$ cat src/rtl/sr_alu_arb_pkg.sv
// sr_alu_arb_pkg: ALU opcodes and arbiter FSM states shared by the ALU-sharing slice.
package sr_alu_arb_pkg;
    localparam logic [3:0] ALU_ADD  = 4'd0;
    localparam logic [3:0] ALU_OR   = 4'd1;
    localparam logic [3:0] ALU_SRL  = 4'd2;
    localparam logic [3:0] ALU_SLTU = 4'd3;
    localparam logic [3:0] ALU_SUB  = 4'd4;
    localparam logic [3:0] ALU_SLL  = 4'd5;
    localparam logic [3:0] ALU_AND  = 4'd6;
    localparam logic [3:0] ALU_XOR  = 4'd7;
    localparam logic [3:0] ALU_SRA  = 4'd8;
    localparam logic [3:0] ALU_SLT  = 4'd9;

    localparam logic [1:0] ARB_IDLE = 2'd0;
    localparam logic [1:0] ARB_EXEC = 2'd1;
    localparam logic [1:0] ARB_RESP = 2'd2;
endpackage

$ cat src/rtl/sr_rr_arbiter.sv
// sr_rr_arbiter: combinational round-robin pick of the first request at or after ptr_i.
module sr_rr_arbiter #(
    parameter int N   = 2,
    parameter int IDW = (N > 1) ? $clog2(N) : 1
) (
    input  logic [N-1:0]   req_i,
    input  logic [IDW-1:0] ptr_i,
    input  logic           en_i,
    output logic [N-1:0]   gnt_o,
    output logic [IDW-1:0] idx_o
);
    // Scan from farthest to nearest so the request closest to ptr_i is written last and wins.
    always_comb begin
        gnt_o = '0;
        idx_o = '0;
        for (int k = N - 1; k >= 0; k--) begin
            if (en_i && req_i[(int'(ptr_i) + k) % N]) begin
                gnt_o = '0;
                gnt_o[(int'(ptr_i) + k) % N] = 1'b1;
                idx_o = IDW'((int'(ptr_i) + k) % N);
            end
        end
    end
endmodule

$ cat src/rtl/sr_alu_arb.sv
// sr_alu_arb: round-robin sharing of one combinational ALU among N_REQ requesters,
// one operation in flight, IDLE -> EXEC -> RESP.
module sr_alu_arb
    import sr_alu_arb_pkg::*;
#(
    parameter int N_REQ = 2,
    parameter int IDW   = (N_REQ > 1) ? $clog2(N_REQ) : 1
) (
    input  logic                  clk,
    input  logic                  rst_n,
    input  logic [N_REQ-1:0]      req_valid,
    output logic [N_REQ-1:0]      req_ready,
    input  logic [N_REQ*32-1:0]   req_a,
    input  logic [N_REQ*32-1:0]   req_b,
    input  logic [N_REQ*4-1:0]    req_oper,
    output logic [N_REQ-1:0]      rsp_valid,
    input  logic [N_REQ-1:0]      rsp_ready,
    output logic [31:0]           rsp_result,
    output logic                  rsp_zero,
    output logic [31:0]           alu_srcA,
    output logic [31:0]           alu_srcB,
    output logic [3:0]            alu_oper,
    input  logic [31:0]           alu_result,
    input  logic                  alu_zero
);
    logic [1:0]       state_q, state_d;
    logic [IDW-1:0]   rr_q, rr_d, id_q, id_d, gnt_idx;
    logic [31:0]      a_q, a_d, b_q, b_d, res_q, res_d;
    logic [3:0]       op_q, op_d;
    logic             zero_q, zero_d;
    logic [N_REQ-1:0] gnt;
    logic             rsp_hs;

    // Gating with rst_n keeps req_ready low while reset is held.
    sr_rr_arbiter #(.N(N_REQ), .IDW(IDW)) u_arb (
        .req_i (req_valid),
        .ptr_i (rr_q),
        .en_i  (rst_n && state_q == ARB_IDLE),
        .gnt_o (gnt),
        .idx_o (gnt_idx)
    );

    assign req_ready  = gnt;
    assign rsp_hs     = (state_q == ARB_RESP) && rsp_ready[id_q];
    assign rsp_valid  = (state_q == ARB_RESP) ? N_REQ'(1) << id_q : '0;
    assign rsp_result = res_q;
    assign rsp_zero   = zero_q;
    assign alu_srcA   = a_q;
    assign alu_srcB   = b_q;
    assign alu_oper   = op_q;

    always_comb begin
        state_d = state_q;
        rr_d    = rr_q;
        id_d    = id_q;
        a_d     = a_q;
        b_d     = b_q;
        op_d    = op_q;
        res_d   = res_q;
        zero_d  = zero_q;
        if (|gnt) begin
            state_d = ARB_EXEC;
            id_d    = gnt_idx;
            rr_d    = (gnt_idx == IDW'(N_REQ - 1)) ? '0 : gnt_idx + IDW'(1);
            a_d     = req_a[32 * int'(gnt_idx) +: 32];
            b_d     = req_b[32 * int'(gnt_idx) +: 32];
            op_d    = req_oper[4 * int'(gnt_idx) +: 4];
        end else if (state_q == ARB_EXEC) begin
            state_d = ARB_RESP;
            res_d   = alu_result;
            zero_d  = alu_zero;
        end else if (rsp_hs) begin
            state_d = ARB_IDLE;
        end
    end

    always_ff @(posedge clk or negedge rst_n) begin
        if (!rst_n) begin
            state_q <= ARB_IDLE;
            rr_q    <= '0;
            id_q    <= '0;
            a_q     <= '0;
            b_q     <= '0;
            op_q    <= '0;
            res_q   <= '0;
            zero_q  <= 1'b0;
        end else begin
            state_q <= state_d;
            rr_q    <= rr_d;
            id_q    <= id_d;
            a_q     <= a_d;
            b_q     <= b_d;
            op_q    <= op_d;
            res_q   <= res_d;
            zero_q  <= zero_d;
        end
    end
endmodule
$ cat config.mk
export PLATFORM = sky130hd
export DESIGN_NAME = sr_alu_arb
export DESIGN_NICKNAME = d
export VERILOG_FILES = /design/src/rtl/sr_alu_arb_pkg.sv /design/src/rtl/sr_rr_arbiter.sv /design/src/rtl/sr_alu_arb.sv
export SDC_FILE = /design/constraint.sdc
export NUM_CORES = 1
export LEC_CHECK = 0
export ABC_AREA = 1
export BUFFER_PORTS_ARGS = -buffer_cell sky130_fd_sc_hd__clkbuf_2
export CORE_AREA = 10 10 105 130
export DETAILED_ROUTE_END_ITERATION = 12
export DIE_AREA = 0 0 115 140
export PLACE_DENSITY = 0.79
export SLEW_MARGIN = 20
export SYNTH_ARGS = -nofsm -noshare
export SYNTH_HDL_FRONTEND = slang
export SYNTH_SLANG_ARGS = --single-unit
$ cat constraint.sdc
create_clock -name clk -period 1.6 [get_ports clk]
set_input_delay 0.32 -clock clk [delete_from_list [all_inputs] [get_ports clk]]
set_output_delay 0.32 -clock clk [all_outputs]
set_load 0.02 [all_outputs]
* Yosys cells after proc, flatten, opt, wreduce, memory -nomap -nowiden
Index checks and enable logic that the tools add are counted.
Cells by class: $add $sub $neg 2, $lt $le $gt $ge 5, equality and inequality tests 2, shift-type cells 4, mux-type cells 20, bitwise gates (word level) 2, reduce and logical (&&, ||, !) cells 10
Operators by type and width (number):
- $shiftx A64 B7 Y32 | 2
- $mux W1 | 12
- $mux W2 | 6
- $shiftx A8 B4 Y4 | 1
- $logic_and A1 B1 Y1 | 6
- $lt A1 B2 Y1 const B | 2
- $lt A2 B3 Y1 const B | 1
- $reduce_bool A3 Y1 | 1
- $add A1 B1 Y1 const B | 2
- $demux W1 S1 | 2
- $eq A2 B1 Y1 const B | 1
- $eq A2 B2 Y1 const B | 1
- $ge A2 B1 Y1 const B | 1
- $logic_not A2 Y1 | 1
- $reduce_and A2 Y1 | 1
- $reduce_or A2 Y1 | 1
- $shl A1 B1 Y2 const A | 1
- $and A1 B1 Y1 const A | 1
- $ge A1 B1 Y1 const B | 1
- $not A1 Y1 | 1
Word-level totals: flip-flop bits (word level) 105, input port bits 175, output and inout port bits 105

* Logic depth before layout (Yosys ltp)
word-level depth 11, gate-level depth with buffers 9, gate-level depth less buffers 7

* Cells and area by module
A second synthesis with hierarchy kept.
Unflattened totals: cells, all modules 542, area, all modules 4464.3 µm²
By module, submodules not included:
- sr_alu_arb | times used 1, cells an instance 536, area each 4435.5 µm²
- sr_rr_arbiter | times used 1, cells an instance 6, area each 28.8 µm²

* Worst setup path before layout
OpenSTA, ideal clock, no wires.
path kind reg-to-output, start point register state_q[1], end point output port req_ready[1], arrival 1.142 ns, data required time 1.280 ns, slack 0.138 ns, stages on the path, launching flop included 8, cells stage by stage dfrtp_1 -> inv_2 -> nand2_2 -> nor2_4 -> nand2_2 -> inv_2 -> buf_2 -> buf_4
Between the ends: word-level cells in the longest chain between the ends 5, elaborated cells between the ends (all ways) 6, those cells by class mux (2); reduce/logical (4)
RTL lines:
- start: declaration | line sr_alu_arb.sv:26 | logic [1:0] state_q, state_d;
- start signal: assignment | line sr_alu_arb.sv:88 | state_q <= state_d;
- $logic_not A2 Y1 * | line sr_alu_arb.sv:38 | .en_i (rst_n && state_q == ARB_IDLE),
- $logic_and A1 B1 Y1 * | line sr_alu_arb.sv:38
- $logic_and A1 B1 Y1 | line sr_rr_arbiter.sv:17 | if (en_i && req_i[(int'(ptr_i) + k) % N]) begin
- $mux W2 | line sr_rr_arbiter.sv:17
- $mux W2 * | line sr_rr_arbiter.sv:17
- end: declaration | line sr_alu_arb.sv:12 | output logic [N_REQ-1:0] req_ready,
Mark *: on every way between the ends. The rest lies on a longest branch, timed or not.

* Final worst setup path
Same ends and word-level chain as after synthesis.

==> out/results.ini <==
[flow_run]
cap_violations = 0

[die]
rows = 43
die_y_um = 140
initial_utilization_pct = 43.34
pin_count = 280
fp.dieArea_sq_um = 16100
die_x_um = 115
core_area_sq_um = 11080

[worst_setup_path]
cp_max_fo = 3
r2r_slack_ns = 0.13
reg2reg_to = alu_srcB[11]$_DFFE_PN0P_
cpPeakStageDelay_ns = 0.39
critPathCaptureType = primary output
r2r-start = state_q[1]$_DFFE_PN0P_
crit_arrival_ns = 1.27
critical_path.cell_chain = inv_2 -> nand2_2 -> nor2_4 -> nand2_4 -> clkinv_4 -> buf_8
cp-start-kind = register
reg2reg_depth = 10
cp_slowest_cell = dfrtp_1
crit_type = register to primary output
crit_required_ns = 1.28

[synthesis]
synth-edff-count = 0
syn_inst = 542
synth_top_area_cell = dfrtp_1
yosys_warnings = 0
yosys-top-cells-count = nand3_1, nand2_1, dfrtp_1
synth_area_leaders = dfrtp_1, nand3_1, nand2_1, mux2_2, inv_1
synth_seq_area_share_pct = 54.70
avgSynthCellArea_sq_um = 8.862
yosysTopAreaCellShare_pct = 54.70
ys.flop_type = dfrtp_1
ys_ff_latch = 105
synth_most_common_cell = nand3_1
synth_area_sq_um = 4803
async_reset_ff_share_pct = 100.0
synth.distinct_cells = 19
synth.net_count = 717

[power_and_ir_drop]
switchingPower_mw = 1.265
p_int_mw = 4.198
power.leakage_nw = 3.986
seqPwrFrac_pct = 49.7
ir_drop_v = 0.0004342
comb_power_share_pct = 8.4
pwr-share-clk_pct = 42.0
powerDensity_nw_per_um2 = 808.5
swShare_pct = 23.16

[cells_and_area]
final_nets = 990
antenna_cells = 0
post-route-util_pct = 60.96
fin_area_sq_um = 6756
syn2layout_area_growth_pct = 40.66
drive_above_1_share_pct = 43.78

[global_routing]
grtUsageTotal_pct = 19.20
grt_pass1_wl_um = 25010
overflow = 0
grt_pass1_vias = 4784
grt_max_degree = 106
antenna_found_initial = 0

[route]
wl_per_cell_um = 16.46
drc_errors = 0
via_per_inst = 4.946
drtIter0Drc = 270
vias = 4723
dr.pass1.iters = 4
wirelength_um = 15720
final_antenna_net_count = 0

[timing]
fmax_mhz = 627.0
finalSetupViolCount = 0
slew_headroom_pct = 60.18
tightestPinTransition_ns = 0.5972
final_max_slew_viol_count = 0
timing.final.ws_setup_ns = 0.005184
fin_crit_ns = 1.595
final-hold-violation-count = 0
skew_ns = 0.009018
rsz0062_at_grt = yes
post-route-period-util_pct = 99.68

[cts]
htreeDepth = 3
numCtsBuffers = 9
clock_latency_ns = 0.35
cts_tree = yes
holdBufCountCts = 0
clock_sinks = 105
clk_root_buffer_cell = clkbuf_16
cts.path.max_buffers = 2
clk_pin_slew_worst_paths_ns = 0.07

[placed_design]
placed_area_sq_um = 6365
place_ws_ns = 0.1305
gp_congestion = 0.8142
place_hpwl_um = 12000
io_buffers = 279

[outcome]
outcome = completed

[min_path]
hp-class = primary input to async pin

worst max-delay path, delay by kind of cell (launching register included):
| kind | cells | cell delay, ns |
|---|---|---|
| DFF | 1 | 0.39 |
| and+or+nand+nor | 3 | 0.31 |
| buffers and inverters | 3 | 0.23 |
stage by stage:
step	power [mW]	instances	TNS [ns]	hold WS [ns]
after detailed placement	3.231	934	0	0.4694
after global placement	3.223	934	0	0.4671
final	5.463	955	0	0.009351
after floorplan	2.901	542	0	0.02441
after global routing	5.679	955	-0.1086	0.1015
after CTS	5.525	954	-0.1349	0.09042
registers in the layout, indices dropped and copies added (netlist names):
name / cells
rsp_zero: 1
state_q: 2
rsp_result: 32
alu_oper: 4
alu_srcB: 32
alu_srcA: 32
rr_q: 1
id_q: 1
power by group through the flow:
stage,clock (mW),sequential (mW),combinational [mW]
after floorplan,0,2.82,0.0812
after global placement,0,2.76,0.460
after detailed placement,0,2.77,0.465
after CTS,2.34,2.71,0.467
after global routing,2.45,2.72,0.513
final,2.29,2.71,0.457
worst max path at each step:
| stage | from | end | slack, ns | cells after the start |
|---|---|---|---|---|
| 2_1_floorplan | state_q[1]$_DFFE_PN0P_ | req_ready[1] | 0.14 | 7 |
| 4_1_cts | state_q[1]$_DFFE_PN0P_ | req_ready[1] | -0.08 | 6 |
| 3_3_place_gp | rst_n | req_ready[1] | 0.14 | 6 |
| 6_report | state_q[1]$_DFFE_PN0P_ | req_ready[1] | 0.005 | 6 |
| 5_1_grt | state_q[1]$_DFFE_PN0P_ | req_ready[1] | -0.05 | 6 |
| 3_5_place_dp | rst_n | req_ready[1] | 0.13 | 6 |
logic make-up after synthesis:
logic type | count (synthesis) | synth area share [%]
mux | 33 | 7.736
flops | 105 | 54.70
simple gates | 310 | 28.84
buf+inv | 90 | 8.179
compound gates | 4 | 0.5469
placed cells by master (no fill, tap or decap), drive strengths merged:
master	synthesis	routed
a21boi	1	1
a21oi	2	2
buf	28	25
bufinv	0	1
clkbuf	9	284
clkinv	0	3
clkinvlp	0	1
dfrtp	105	105
inv	53	54
mux2	33	33
nand2	146	146
nand3	161	161
nor2	3	3
o21ai	1	1
repair_timing:
item / in CTS / in global routing
pin swaps: 2 / 1
hold endpoints to repair: 0 / 0
gates resized for setup: 8 / 9
endpoints found under the setup margin: 2 / 4
setup buffers: 4 / 1
final cells by class:
type | instances | area, sq um
clock buffer | 10 | 239.0
tap | 135 | 168.9
sequential | 105 | 2628
inverter | 53 | 206.4
fill | 1010 | 4327
timing repair buffer | 299 | 1649
multi-input combinational | 347 | 1793
clock inverter | 6 | 72.57
routing by layer:
| metal | GRT usage, % | routed length (um) |
|---|---|---|
| met1 | 21.86 | 5869 |
| met2 | 31.80 | 7960 |
| met3 | 6.752 | 1480 |
| met4 | 7.768 | 406 |
| met5 | 0 | 0 |
(Power assumes the default switching activity.)
